===== src/rtl/display_pkg.sv =====
// Shared definitions for the multiplexed 7-segment scan controller.
package display_pkg;

  // Active-low segment pattern with every segment dark.
  localparam logic [6:0] SEG_OFF = 7'h7F;

  // Phase within one digit slot: anodes off (anti-ghosting), then the digit lit.
  typedef enum logic {
    PhBlank,
    PhOn
  } phase_e;

  // Width of the slot counter for a given prescale.
  function automatic int unsigned cnt_width(input int unsigned prescale);
    return (prescale > 1) ? $clog2(prescale) : 1;
  endfunction

endpackage


===== src/rtl/display_scan_ctrl_if.sv =====
// Application-side bus of the scan controller: value write port and status.
interface display_scan_ctrl_if #(
  parameter int unsigned N_DIGITS = 4
);

  logic [4*N_DIGITS-1:0] value;
  logic [N_DIGITS-1:0]   dp_in;
  logic                  wr_en;
  logic                  lzs_en;
  logic                  pending;
  logic                  frame_start;

  // Application side.
  modport master (
    output value, dp_in, wr_en, lzs_en,
    input  pending, frame_start
  );

  // Scan controller side.
  modport slave (
    input  value, dp_in, wr_en, lzs_en,
    output pending, frame_start
  );

endinterface


===== src/rtl/hex_to_7seg.sv =====
// Hex nibble to active-low 7-segment pattern, bit order {g,f,e,d,c,b,a}.
module hex_to_7seg (
  input  logic [3:0] hex_i,
  output logic [6:0] seg_o
);

  // Combinational decode table.
  always_comb begin
    seg_o = 7'h7F;
    unique case (hex_i)
      4'h0: seg_o = 7'h40;
      4'h1: seg_o = 7'h79;
      4'h2: seg_o = 7'h24;
      4'h3: seg_o = 7'h30;
      4'h4: seg_o = 7'h19;
      4'h5: seg_o = 7'h12;
      4'h6: seg_o = 7'h02;
      4'h7: seg_o = 7'h78;
      4'h8: seg_o = 7'h00;
      4'h9: seg_o = 7'h10;
      4'hA: seg_o = 7'h08;
      4'hB: seg_o = 7'h03;
      4'hC: seg_o = 7'h46;
      4'hD: seg_o = 7'h21;
      4'hE: seg_o = 7'h06;
      4'hF: seg_o = 7'h0E;
    endcase
  end

endmodule


===== src/rtl/display_scan_ctrl.sv =====
// Time-multiplexed scan controller for an N-digit common-anode 7-segment display.
// One shared decoder, blanking at each slot start, and a double-buffered value that
// only changes at a frame boundary.
module display_scan_ctrl
  import display_pkg::*;
#(
  parameter int unsigned N_DIGITS     = 4,
  parameter int unsigned PRESCALE     = 12000,
  parameter int unsigned BLANK_CYCLES = 200
) (
  input  logic                  clk,
  input  logic                  rst,
  display_scan_ctrl_if.slave    bus,
  output logic [6:0]            seg,
  output logic                  dp,
  output logic [N_DIGITS-1:0]   an
);

  localparam int unsigned CntW = cnt_width(PRESCALE);
  localparam int unsigned DigW = (N_DIGITS > 1) ? $clog2(N_DIGITS) : 1;

  localparam logic [CntW-1:0] CntMax       = CntW'(PRESCALE - 1);
  localparam logic [CntW-1:0] CntBlankLast = CntW'(BLANK_CYCLES - 1);
  localparam logic [DigW-1:0] DigMax       = DigW'(N_DIGITS - 1);

  logic [CntW-1:0]       cnt_q, cnt_d;
  logic [DigW-1:0]       dig_q, dig_d;
  phase_e                phase_q, phase_d;
  logic [4*N_DIGITS-1:0] disp_val_q, disp_val_d;
  logic [N_DIGITS-1:0]   disp_dp_q, disp_dp_d;
  logic [4*N_DIGITS-1:0] pend_val_q, pend_val_d;
  logic [N_DIGITS-1:0]   pend_dp_q, pend_dp_d;
  logic                  pending_q, pending_d;
  logic                  lzs_q, lzs_d;
  logic                  frame_start_q, frame_start_d;
  logic [6:0]            seg_q, seg_d;
  logic                  dp_q, dp_d;
  logic [N_DIGITS-1:0]   an_q, an_d;

  logic                  slot_end;
  logic                  frame_end;
  logic [N_DIGITS-1:0]   lead_zero;
  logic                  upper_zero;
  logic [3:0]            sel_nib;
  logic                  sel_dp;
  logic                  sel_sup;
  logic [N_DIGITS-1:0]   an_on;
  logic [6:0]            dec_seg;

  // Slot counter and digit index advance.
  always_comb begin
    slot_end  = (cnt_q == CntMax);
    frame_end = slot_end && (dig_q == DigMax);
    cnt_d     = slot_end ? '0 : cnt_q + 1'b1;
    dig_d     = dig_q;
    if (slot_end) begin
      dig_d = (dig_q == DigMax) ? '0 : dig_q + 1'b1;
    end
  end

  // Slot phase: blank for the first BLANK_CYCLES counts, lit for the rest.
  always_comb begin
    phase_d = phase_q;
    unique case (phase_q)
      PhBlank: if (cnt_q == CntBlankLast) phase_d = PhOn;
      PhOn:    if (slot_end) phase_d = PhBlank;
    endcase
  end

  // Double buffer: writes land in the pending buffer unless they hit the boundary cycle.
  always_comb begin
    disp_val_d = disp_val_q;
    disp_dp_d  = disp_dp_q;
    pend_val_d = pend_val_q;
    pend_dp_d  = pend_dp_q;
    pending_d  = pending_q;
    if (frame_end && pending_q) begin
      disp_val_d = pend_val_q;
      disp_dp_d  = pend_dp_q;
      pending_d  = 1'b0;
    end
    if (bus.wr_en) begin
      if (frame_end) begin
        disp_val_d = bus.value;
        disp_dp_d  = bus.dp_in;
        pending_d  = 1'b0;
      end else begin
        pend_val_d = bus.value;
        pend_dp_d  = bus.dp_in;
        pending_d  = 1'b1;
      end
    end
    // Suppression mode is latched once per slot so a digit never changes mid-slot.
    lzs_d         = (cnt_q == '0) ? bus.lzs_en : lzs_q;
    frame_start_d = frame_end;
  end

  // lead_zero[d]: nibbles N_DIGITS-1 down to d are all zero.
  always_comb begin
    lead_zero  = '0;
    upper_zero = 1'b1;
    for (int d = N_DIGITS - 1; d >= 0; d--) begin
      upper_zero   = upper_zero && (disp_val_q[4*d +: 4] == 4'h0);
      lead_zero[d] = upper_zero;
    end
  end

  // Select the nibble, decimal point and anode of the current digit.
  always_comb begin
    sel_nib = '0;
    sel_dp  = 1'b0;
    sel_sup = 1'b0;
    an_on   = '1;
    for (int d = 0; d < N_DIGITS; d++) begin
      if (dig_q == DigW'(d)) begin
        sel_nib  = disp_val_q[4*d +: 4];
        sel_dp   = disp_dp_q[d];
        sel_sup  = (d != 0) && lead_zero[d];
        an_on[d] = 1'b0;
      end
    end
  end

  hex_to_7seg u_hex_to_7seg (
    .hex_i (sel_nib),
    .seg_o (dec_seg)
  );

  // Next pin values; anode and pattern switch together on the same edge.
  always_comb begin
    seg_d = SEG_OFF;
    dp_d  = 1'b1;
    an_d  = '1;
    if (phase_q == PhOn) begin
      an_d  = an_on;
      dp_d  = ~sel_dp;
      seg_d = (lzs_q && sel_sup) ? SEG_OFF : dec_seg;
    end
  end

  // State and output registers, synchronous reset.
  always_ff @(posedge clk) begin
    if (rst) begin
      cnt_q         <= '0;
      dig_q         <= '0;
      phase_q       <= PhBlank;
      disp_val_q    <= '0;
      disp_dp_q     <= '0;
      pend_val_q    <= '0;
      pend_dp_q     <= '0;
      pending_q     <= 1'b0;
      lzs_q         <= 1'b0;
      frame_start_q <= 1'b0;
      seg_q         <= SEG_OFF;
      dp_q          <= 1'b1;
      an_q          <= '1;
    end else begin
      cnt_q         <= cnt_d;
      dig_q         <= dig_d;
      phase_q       <= phase_d;
      disp_val_q    <= disp_val_d;
      disp_dp_q     <= disp_dp_d;
      pend_val_q    <= pend_val_d;
      pend_dp_q     <= pend_dp_d;
      pending_q     <= pending_d;
      lzs_q         <= lzs_d;
      frame_start_q <= frame_start_d;
      seg_q         <= seg_d;
      dp_q          <= dp_d;
      an_q          <= an_d;
    end
  end

  assign bus.pending     = pending_q;
  assign bus.frame_start = frame_start_q;
  assign seg             = seg_q;
  assign dp              = dp_q;
  assign an              = an_q;

endmodule


===== src/flat_wrapper.sv =====
// flat-port wrapper written by rule: the top's interface ports become plain ports
module display_scan_ctrl_flat import display_pkg::*;
#(
  parameter int unsigned N_DIGITS     = 4,
  parameter int unsigned PRESCALE     = 12000,
  parameter int unsigned BLANK_CYCLES = 200
)
  (clk, rst, seg, dp, an, bus_value, bus_dp_in, bus_wr_en, bus_lzs_en, bus_pending, bus_frame_start);
  display_scan_ctrl_if #(.N_DIGITS(N_DIGITS)) bus_i ();
  input  logic clk;
  input  logic rst;
  output logic [6:0] seg;
  output logic dp;
  output logic [N_DIGITS-1:0] an;
  input wire logic [$bits(bus_i.value)-1:0] bus_value;
  input wire logic [$bits(bus_i.dp_in)-1:0] bus_dp_in;
  input wire logic [$bits(bus_i.wr_en)-1:0] bus_wr_en;
  input wire logic [$bits(bus_i.lzs_en)-1:0] bus_lzs_en;
  output wire logic [$bits(bus_i.pending)-1:0] bus_pending;
  output wire logic [$bits(bus_i.frame_start)-1:0] bus_frame_start;
  assign bus_i.value = bus_value;
  assign bus_i.dp_in = bus_dp_in;
  assign bus_i.wr_en = bus_wr_en;
  assign bus_i.lzs_en = bus_lzs_en;
  assign bus_pending = bus_i.pending;
  assign bus_frame_start = bus_i.frame_start;
  display_scan_ctrl #(.N_DIGITS(N_DIGITS), .PRESCALE(PRESCALE), .BLANK_CYCLES(BLANK_CYCLES)) u_core (.clk(clk), .rst(rst), .bus(bus_i), .seg(seg), .dp(dp), .an(an));
endmodule

===== config.mk =====
export PLATFORM = sky130hd
export DESIGN_NAME = display_scan_ctrl_flat
export DESIGN_NICKNAME = d
export VERILOG_FILES = /design/src/rtl/display_pkg.sv /design/src/rtl/display_scan_ctrl_if.sv /design/src/rtl/hex_to_7seg.sv /design/src/rtl/display_scan_ctrl.sv /design/src/flat_wrapper.sv
export SDC_FILE = /design/constraint.sdc
export NUM_CORES = 1
export LEC_CHECK = 0
export CELL_PAD_IN_SITES_DETAIL_PLACEMENT = 1
export CELL_PAD_IN_SITES_GLOBAL_PLACEMENT = 1
export CORE_MARGIN = 2
export CORE_UTILIZATION = 30
export DETAILED_ROUTE_END_ITERATION = 7
export HOLD_SLACK_MARGIN = 0.02
export PLACE_DENSITY = 0.6
export SETUP_SLACK_MARGIN = 0.02
export SYNTH_ARGS = -nofsm -noshare
export SYNTH_HDL_FRONTEND = slang
export SYNTH_HIERARCHICAL = 1
export SYNTH_SLANG_ARGS = --single-unit

===== constraint.sdc =====
create_clock -name clk -period 4.5 [get_ports clk]
set_input_delay 1.35 -clock clk [delete_from_list [all_inputs] [get_ports clk]]
set_output_delay 1.35 -clock clk [all_outputs]
set_load 0.01 [all_outputs]

==> results_dict.tcl, run 1 <==
set metrics [dict create \
    run_status "completed" \
    finish.utilization_pct 37.34 \
    post_cts_buffers 0 \
    synthesis.area_per_instance_sq_um 9.188 \
    skew_ns 0.01507 \
    synth_fp_nets 404 \
    clock_sink_count 72 \
    fin_ws_ns 1.109 \
    worst-r2r-setup-slack_ns 1.11 \
    final.min_clock_period_ns 3.391 \
    synthesis.yosys.warnings 6 \
    detail_route.drc_violations 0 \
    maxCapViolCount 0 \
    holdBufCountCts 0 \
    final_count_of_pins_violating_max_slew 0 \
    globalplace.congestion 0.7495 \
    fraction_of_synthesized_cell_area_taken_by_the_top_area_cell_type_pct 42.75 \
    cts.clk_slew.worst_paths_ns 0.08 \
    p_clk_share_pct 44.0 \
    power.share.switching_pct 23.47 \
    setup.worst_path.start_class "register" \
    grt_start_max_net_pins 51 \
    timing.final.crit_share_pct 75.35 \
    synth_largest_area_cell "sky130_fd_sc_hd__dfxtp_1" \
    placementRows 38 \
    synth_cell_count_leaders "sky130_fd_sc_hd__dfxtp_1 (72), sky130_fd_sc_hd__nor2_1 (58), sky130_fd_sc_hd__o22ai_1 (38), sky130_fd_sc_hd__mux2i_1 (29), sky130_fd_sc_hd__a211oi_1 (19)" \
    synth-async-reset-ratio_pct 0 \
    number_of_diodes 0 \
    critical_path_arrival_ns 3.61 \
    ctsHtreeMaxLevel 3 \
    worst_hold_path_type "register to register" \
    post_cts.resized_instances 0 \
    design.core.area_sq_mm 0.01089 \
    final_nets 431 \
    dp_hpwl_um 5944 \
    synth.yosys.seq_area_share_pct 42.75 \
    totalWireLength_um 8949 \
    io-pin-count 38 \
    synth.distinct_cells 44 \
    area_growth_from_synthesis_to_layout_pct 20.56 \
    wire_per_inst_um 16.60 \
    floorplan.die.width_um 110.0 \
    die-height_um 110.0 \
    layout-drive-gt1-share_pct 8.020 \
    placed_cells 523 \
    insertion_delay_ns 0.35 \
    instances_no_fill 539 \
    final_antenna_net_count 0 \
    grt_setup_unrepaired "false" \
    first_global_vias 2880 \
    drtIter0Drc 80 \
    combinational_group_share_of_total_power_pct 6.6 \
    power.net_switching_mw 0.3140 \
    timing_hold_violations_final 0 \
    via_density_per_instance 5.263 \
    tritoncts "built" \
    worst_case_vdd_ir_drop_mv 0.1701 \
    place.port_buffers 37 \
    cts_root_buf "sky130_fd_sc_hd__clkbuf_8" \
    setup_viol 0 \
    global_route_wire_length_before_repair_um 14770 \
    preCtsSetupSlack_ns 1.019 \
    synth_ff_type "sky130_fd_sc_hd__dfxtp_1" \
    vias 2837 \
    cts-buffers-inserted 9 \
    cts_buffer_depth 2 \
    worst_slew_pin_slew_ns 1.290 \
    worst-endpoint-required_ns 4.72 \
    gr-usage-all-layers_pct 15.84 \
    max_clock_freq_ghz 0.2949 \
    gr_overflow_total 0 \
    postSynthCellCount 367 \
    cp-end-kind "register" \
    tns_ns 0 \
    critPathKind "register to register" \
    cp_max_fo 8 \
    internal_power_mw 1.024 \
    detailedRoute.firstPassIterationCount 4 \
    total_leakage_power_nw 1.461 \
    antenna_found_initial 0 \
    timing.max_slew.rel_slack_pct 13.39 \
    pwr_density_cell_mw_per_mm2 329.2 \
    synth_enable_flop_cells 0 \
    yosys.cell_count.top_type "sky130_fd_sc_hd__dfxtp_1" \
    post_synth_instance_area_sq_mm 0.003372 \
    netlist_top_cells_area "sky130_fd_sc_hd__dfxtp_1 (43%), sky130_fd_sc_hd__mux2i_1 (8.6%), sky130_fd_sc_hd__o22ai_1 (7.1%), sky130_fd_sc_hd__nor2_1 (6.5%), sky130_fd_sc_hd__ha_1 (4.8%)" \
    floorplan.initialDensity_pct 30.97 \
    p_seq_share_pct 49.4 \
    ys_seq_elements 72 \
    floorplan.die_area_sq_mm 0.01210 \
]
## metal layers
metal  global-route usage [%]  part of all wire (%)
met1                    21.25                    49
met2                    25.59                    46
met3                    3.527                   3.1
met4                    4.340                   1.1
met5                        0                     0
## metrics by stage
step	area (sq um)	power, mW	hold slack, ns
6_report	4065	1.338	0.4752
5_1_grt	4065	1.398	0.5013
4_1_cts	4065	1.355	0.4792
3_5_place_dp	3837	0.7656	0.4665
3_3_place_gp	3837	0.7628	0.4410
2_1_floorplan	3372	0.7247	0.4297
## flip-flops by register name, summed over array words and instances, names as in the netlist
name and cells:
u_core/an 4, u_core/dig_q 2, u_core/dp 1, u_core/cnt_q 14, u_core/disp_val_q 16, u_core/bus.frame_start 1
u_core/phase_q 1, u_core/seg 7, u_core/disp_dp_q 4, u_core/lzs_q 1, u_core/pend_val_q 16, u_core/pend_dp_q 4
u_core/bus.pending 1
## layout by cell type (no fill, tap or decap), drive strengths merged, types with 10 or more instances in the layout
cell           netlist  layout
dfxtp               72      72
nor2                58      58
o22ai               38      38
clkdlybuf4s50        0      36
mux2i               29      29
a211oi              20      20
nand2               16      16
ha                  13      13
inv                 12      13
clkbuf              13      10
xnor2               10      10
o21ai               10      10
nor4                10      10
## worst paths after layout
path,startpoint,end,cells after the start
hold reg to reg,u_core/cnt_q[0],u_core/cnt_q[0],1
hold / removal,u_core/cnt_q[0],u_core/cnt_q[0],1
setup reg to reg,u_core/dig_q[1],u_core/seg[3],11
setup / recovery,u_core/dig_q[1],u_core/seg[3],11
## cell type report
cell class / instances / area, sq um
Timing Repair Buffer: 40 / 387.9
Sequential cell: 72 / 1441
Fill cell: 1253 / 6823
Multi-Input combinational cell: 258 / 1784
Clock buffer: 10 / 137.6
Tap cell: 140 / 175.2
Inverter: 13 / 48.80
Clock inverter: 6 / 90.09
## worst max-delay path, cell delays in order, from the launching register on
cell and delay (ns):
sky130_fd_sc_hd__dfxtp_1 0.38, sky130_fd_sc_hd__inv_1 0.08, sky130_fd_sc_hd__ha_1 0.29, sky130_fd_sc_hd__nor2b_1 0.38, sky130_fd_sc_hd__a221oi_1 0.17, sky130_fd_sc_hd__o31ai_1 0.70
sky130_fd_sc_hd__inv_1 0.24, sky130_fd_sc_hd__ha_1 0.35, sky130_fd_sc_hd__inv_1 0.05, sky130_fd_sc_hd__mux4_2 0.44, sky130_fd_sc_hd__nor2_1 0.11, sky130_fd_sc_hd__o21ai_0 0.08
## cells by family after synthesis
group	after synthesis	share of synthesized area, %
buffers and inverters	37	5.083
and+or+nand+nor	117	17.59
AOI/OAI and AO/OA	86	17.37
DFF	72	42.75
xor gates and xnor gates	12	3.117
muxes	30	9.276
adders and majority gates	13	4.824
## power by group through the flow
| stage | logic [mW] | registers (mW) | clock network, mW |
|---|---|---|---|
| finish | 0.0888 | 0.661 | 0.588 |
| global route | 0.0972 | 0.663 | 0.637 |
| CTS | 0.0901 | 0.661 | 0.604 |
| detailed placement | 0.0897 | 0.676 | 0 |
| global placement | 0.0880 | 0.675 | 0 |
| floorplan | 0.0524 | 0.672 | 0 |
(Power assumes the default switching activity.)
==> run 2: changes to the inputs <==
Settings changed: PLACE_DENSITY 0.6 to 0.62.
Clock period 4.5 ns to 3 ns, I/O delays scaled along.
==> results_dict.tcl, run 2 (same netlist as run 1, synthesis figures left out) <==
set metrics [dict create \
    timing.final.crit_share_pct 92.42 \
    cp_max_fo 12 \
    floorplan.initialDensity_pct 30.97 \
    worst_case_vdd_ir_drop_mv 0.1994 \
    layout.cells.most_common "sky130_fd_sc_hd__dfxtp_1" \
    tns_ns 0 \
    critical_path_arrival_ns 3.00 \
    totalWireLength_um 8895 \
    reg.largest.list "u_core/disp_val_q x16, u_core/pend_val_q x16, u_core/cnt_q x14" \
    multi_input_comb_area_sq_mm 0.001787 \
    via_density_per_instance 5.170 \
    critPathKind "register to register" \
    worst_slew_pin_slew_ns 0.6623 \
    global_route_wire_length_before_repair_um 14690 \
    number_of_diodes 0 \
    total_of_fill_cells_in_the_finished_design 1272 \
    gr_overflow_total 0 \
    instances_no_fill 547 \
    r2r_cells 10 \
    insertion_delay_ns 0.36 \
    cts-buffers-inserted 9 \
    final_antenna_net_count 0 \
    final.min_clock_period_ns 2.773 \
    setup_viol 0 \
    timing_hold_violations_final 0 \
    gr-usage-all-layers_pct 16.05 \
    tritoncts "built" \
    place.port_buffers 37 \
    cts.clk_slew.worst_paths_ns 0.08 \
    cts_buffer_depth 2 \
    most_frequent_cells_in_the_layout "sky130_fd_sc_hd__dfxtp_1 (72), sky130_fd_sc_hd__nor2_1 (58), sky130_fd_sc_hd__o22ai_1 (38)" \
    detail_route.drc_violations 0 \
    worst-endpoint-required_ns 3.22 \
    floorplan.die.width_um 110.0 \
    placementRows 38 \
    area_growth_from_synthesis_to_layout_pct 22.41 \
    grt_start_max_net_pins 36 \
    holdBufCountCts 0 \
    holdPathStages 1 \
    dp_hpwl_um 5937 \
    drtIter0Drc 80 \
    finalPower_mw 2.020 \
    placed_cells 531 \
    cts_root_buf "sky130_fd_sc_hd__clkbuf_8" \
    storage_cell_area_sq_mm 0.001441 \
    wire_per_inst_um 16.26 \
    maxCapViolCount 0 \
    pwr_density_cell_mw_per_mm2 489.5 \
    worst_hold_path_type "register to register" \
    final_count_of_pins_violating_max_slew 0 \
    design.core.area_sq_mm 0.01089 \
    die-height_um 110.0 \
    detailedRoute.firstPassIterationCount 4 \
    run_status "completed" \
    antenna_found_initial 0 \
    floorplan.die_area_sq_mm 0.01210 \
    layout-drive-gt1-share_pct 10.07 \
    max_clock_freq_ghz 0.3607 \
    timing.max_slew.rel_slack_pct 55.84 \
    grt_setup_unrepaired "false" \
    first_global_vias 2929 \
    vias 2828 \
    globalplace.congestion 0.7998 \
    ctsHtreeMaxLevel 3 \
    cp-end-kind "register" \
    final_nets 439 \
    io-pin-count 38 \
    clock_sink_count 72 \
    skew_ns 0.01145 \
    setup.worst_path.start_class "register" \
    total_leakage_power_nw 1.505 \
]
==> run 2: cell types whose count changed in the layout (fill, tap and decap cells not counted), sizes merged <==
cell / previous run / this run
clkinv: 3 / 2
buf: 4 / 12
inv: 13 / 14
==> run 2: critical path, stage by stage (launching register included) <==
cell	delay, ns
sky130_fd_sc_hd__dfxtp_1	0.42
sky130_fd_sc_hd__inv_1	0.10
sky130_fd_sc_hd__ha_1	0.34
sky130_fd_sc_hd__nor2b_1	0.19
sky130_fd_sc_hd__o31ai_1	0.40
sky130_fd_sc_hd__inv_1	0.18
sky130_fd_sc_hd__ha_1	0.31
sky130_fd_sc_hd__inv_1	0.05
sky130_fd_sc_hd__mux4_2	0.45
sky130_fd_sc_hd__nor2_1	0.11
sky130_fd_sc_hd__o21ai_0	0.08
==> run 2: through the flow <==
step	hold slack, ns	instance area (sq um)	util, %	setup WS (ns)
floorplan	0.4297	3372	-	0.09999
detailed placement	0.4511	3897	35.80	0.1675
finish	0.4583	4128	37.91	0.2274
global route	0.5043	4128	37.91	0.1161
global placement	0.4419	3897	35.80	0.2465
CTS	0.4680	4125	37.89	0.1153
==> run 2: metal layers <==
layer / global-route usage, % / up-vias / wire length [um]
met5: 0 / - / 0
met1: 21.21 / 1376 / 4326
met2: 25.33 / 35 / 4171
met4: 8.047 / 0 / 155
met3: 2.528 / 11 / 242
li1: - / 1406 / -
==> run 2: power breakdown <==
| part | switching, mW | leakage [nW] | internal, mW | total (mW) |
|---|---|---|---|---|
| registers | 0.0141 | 0.586 | 0.977 | 0.991 |
| clock network | 0.401 | 0.113 | 0.495 | 0.896 |
| logic | 0.0667 | 0.806 | 0.0671 | 0.134 |
==> run 2: cell type report <==
type,count,share of cell area (%)
Multi-Input combinational cell,258,43.29
Clock buffer,10,3.334
Timing Repair Buffer,48,10.85
Clock inverter,6,2.182
Tap cell,140,4.244
Sequential cell,72,34.92
Inverter,13,1.182
==> run 2: worst paths after layout <==
path	slack (ns)	to	start
max reg2reg	0.23	u_core/seg[3]	u_core/dig_q[0]
min	0.46	u_core/cnt_q[0]	u_core/cnt_q[0]
max	0.23	u_core/seg[3]	u_core/dig_q[0]
min reg2reg	0.46	u_core/cnt_q[0]	u_core/cnt_q[0]
==> run 2: what timing repair did <==
item,CTS,global route
setup buffers,0,0
endpoints found under the setup margin,0,1
resized for setup,0,1
==> run 3: changes to the inputs <==
Settings changed: SLEW_MARGIN set to 20.
==> results of run 3 <==
No change in the layout: final DEF, timing and power equal those of run 2.
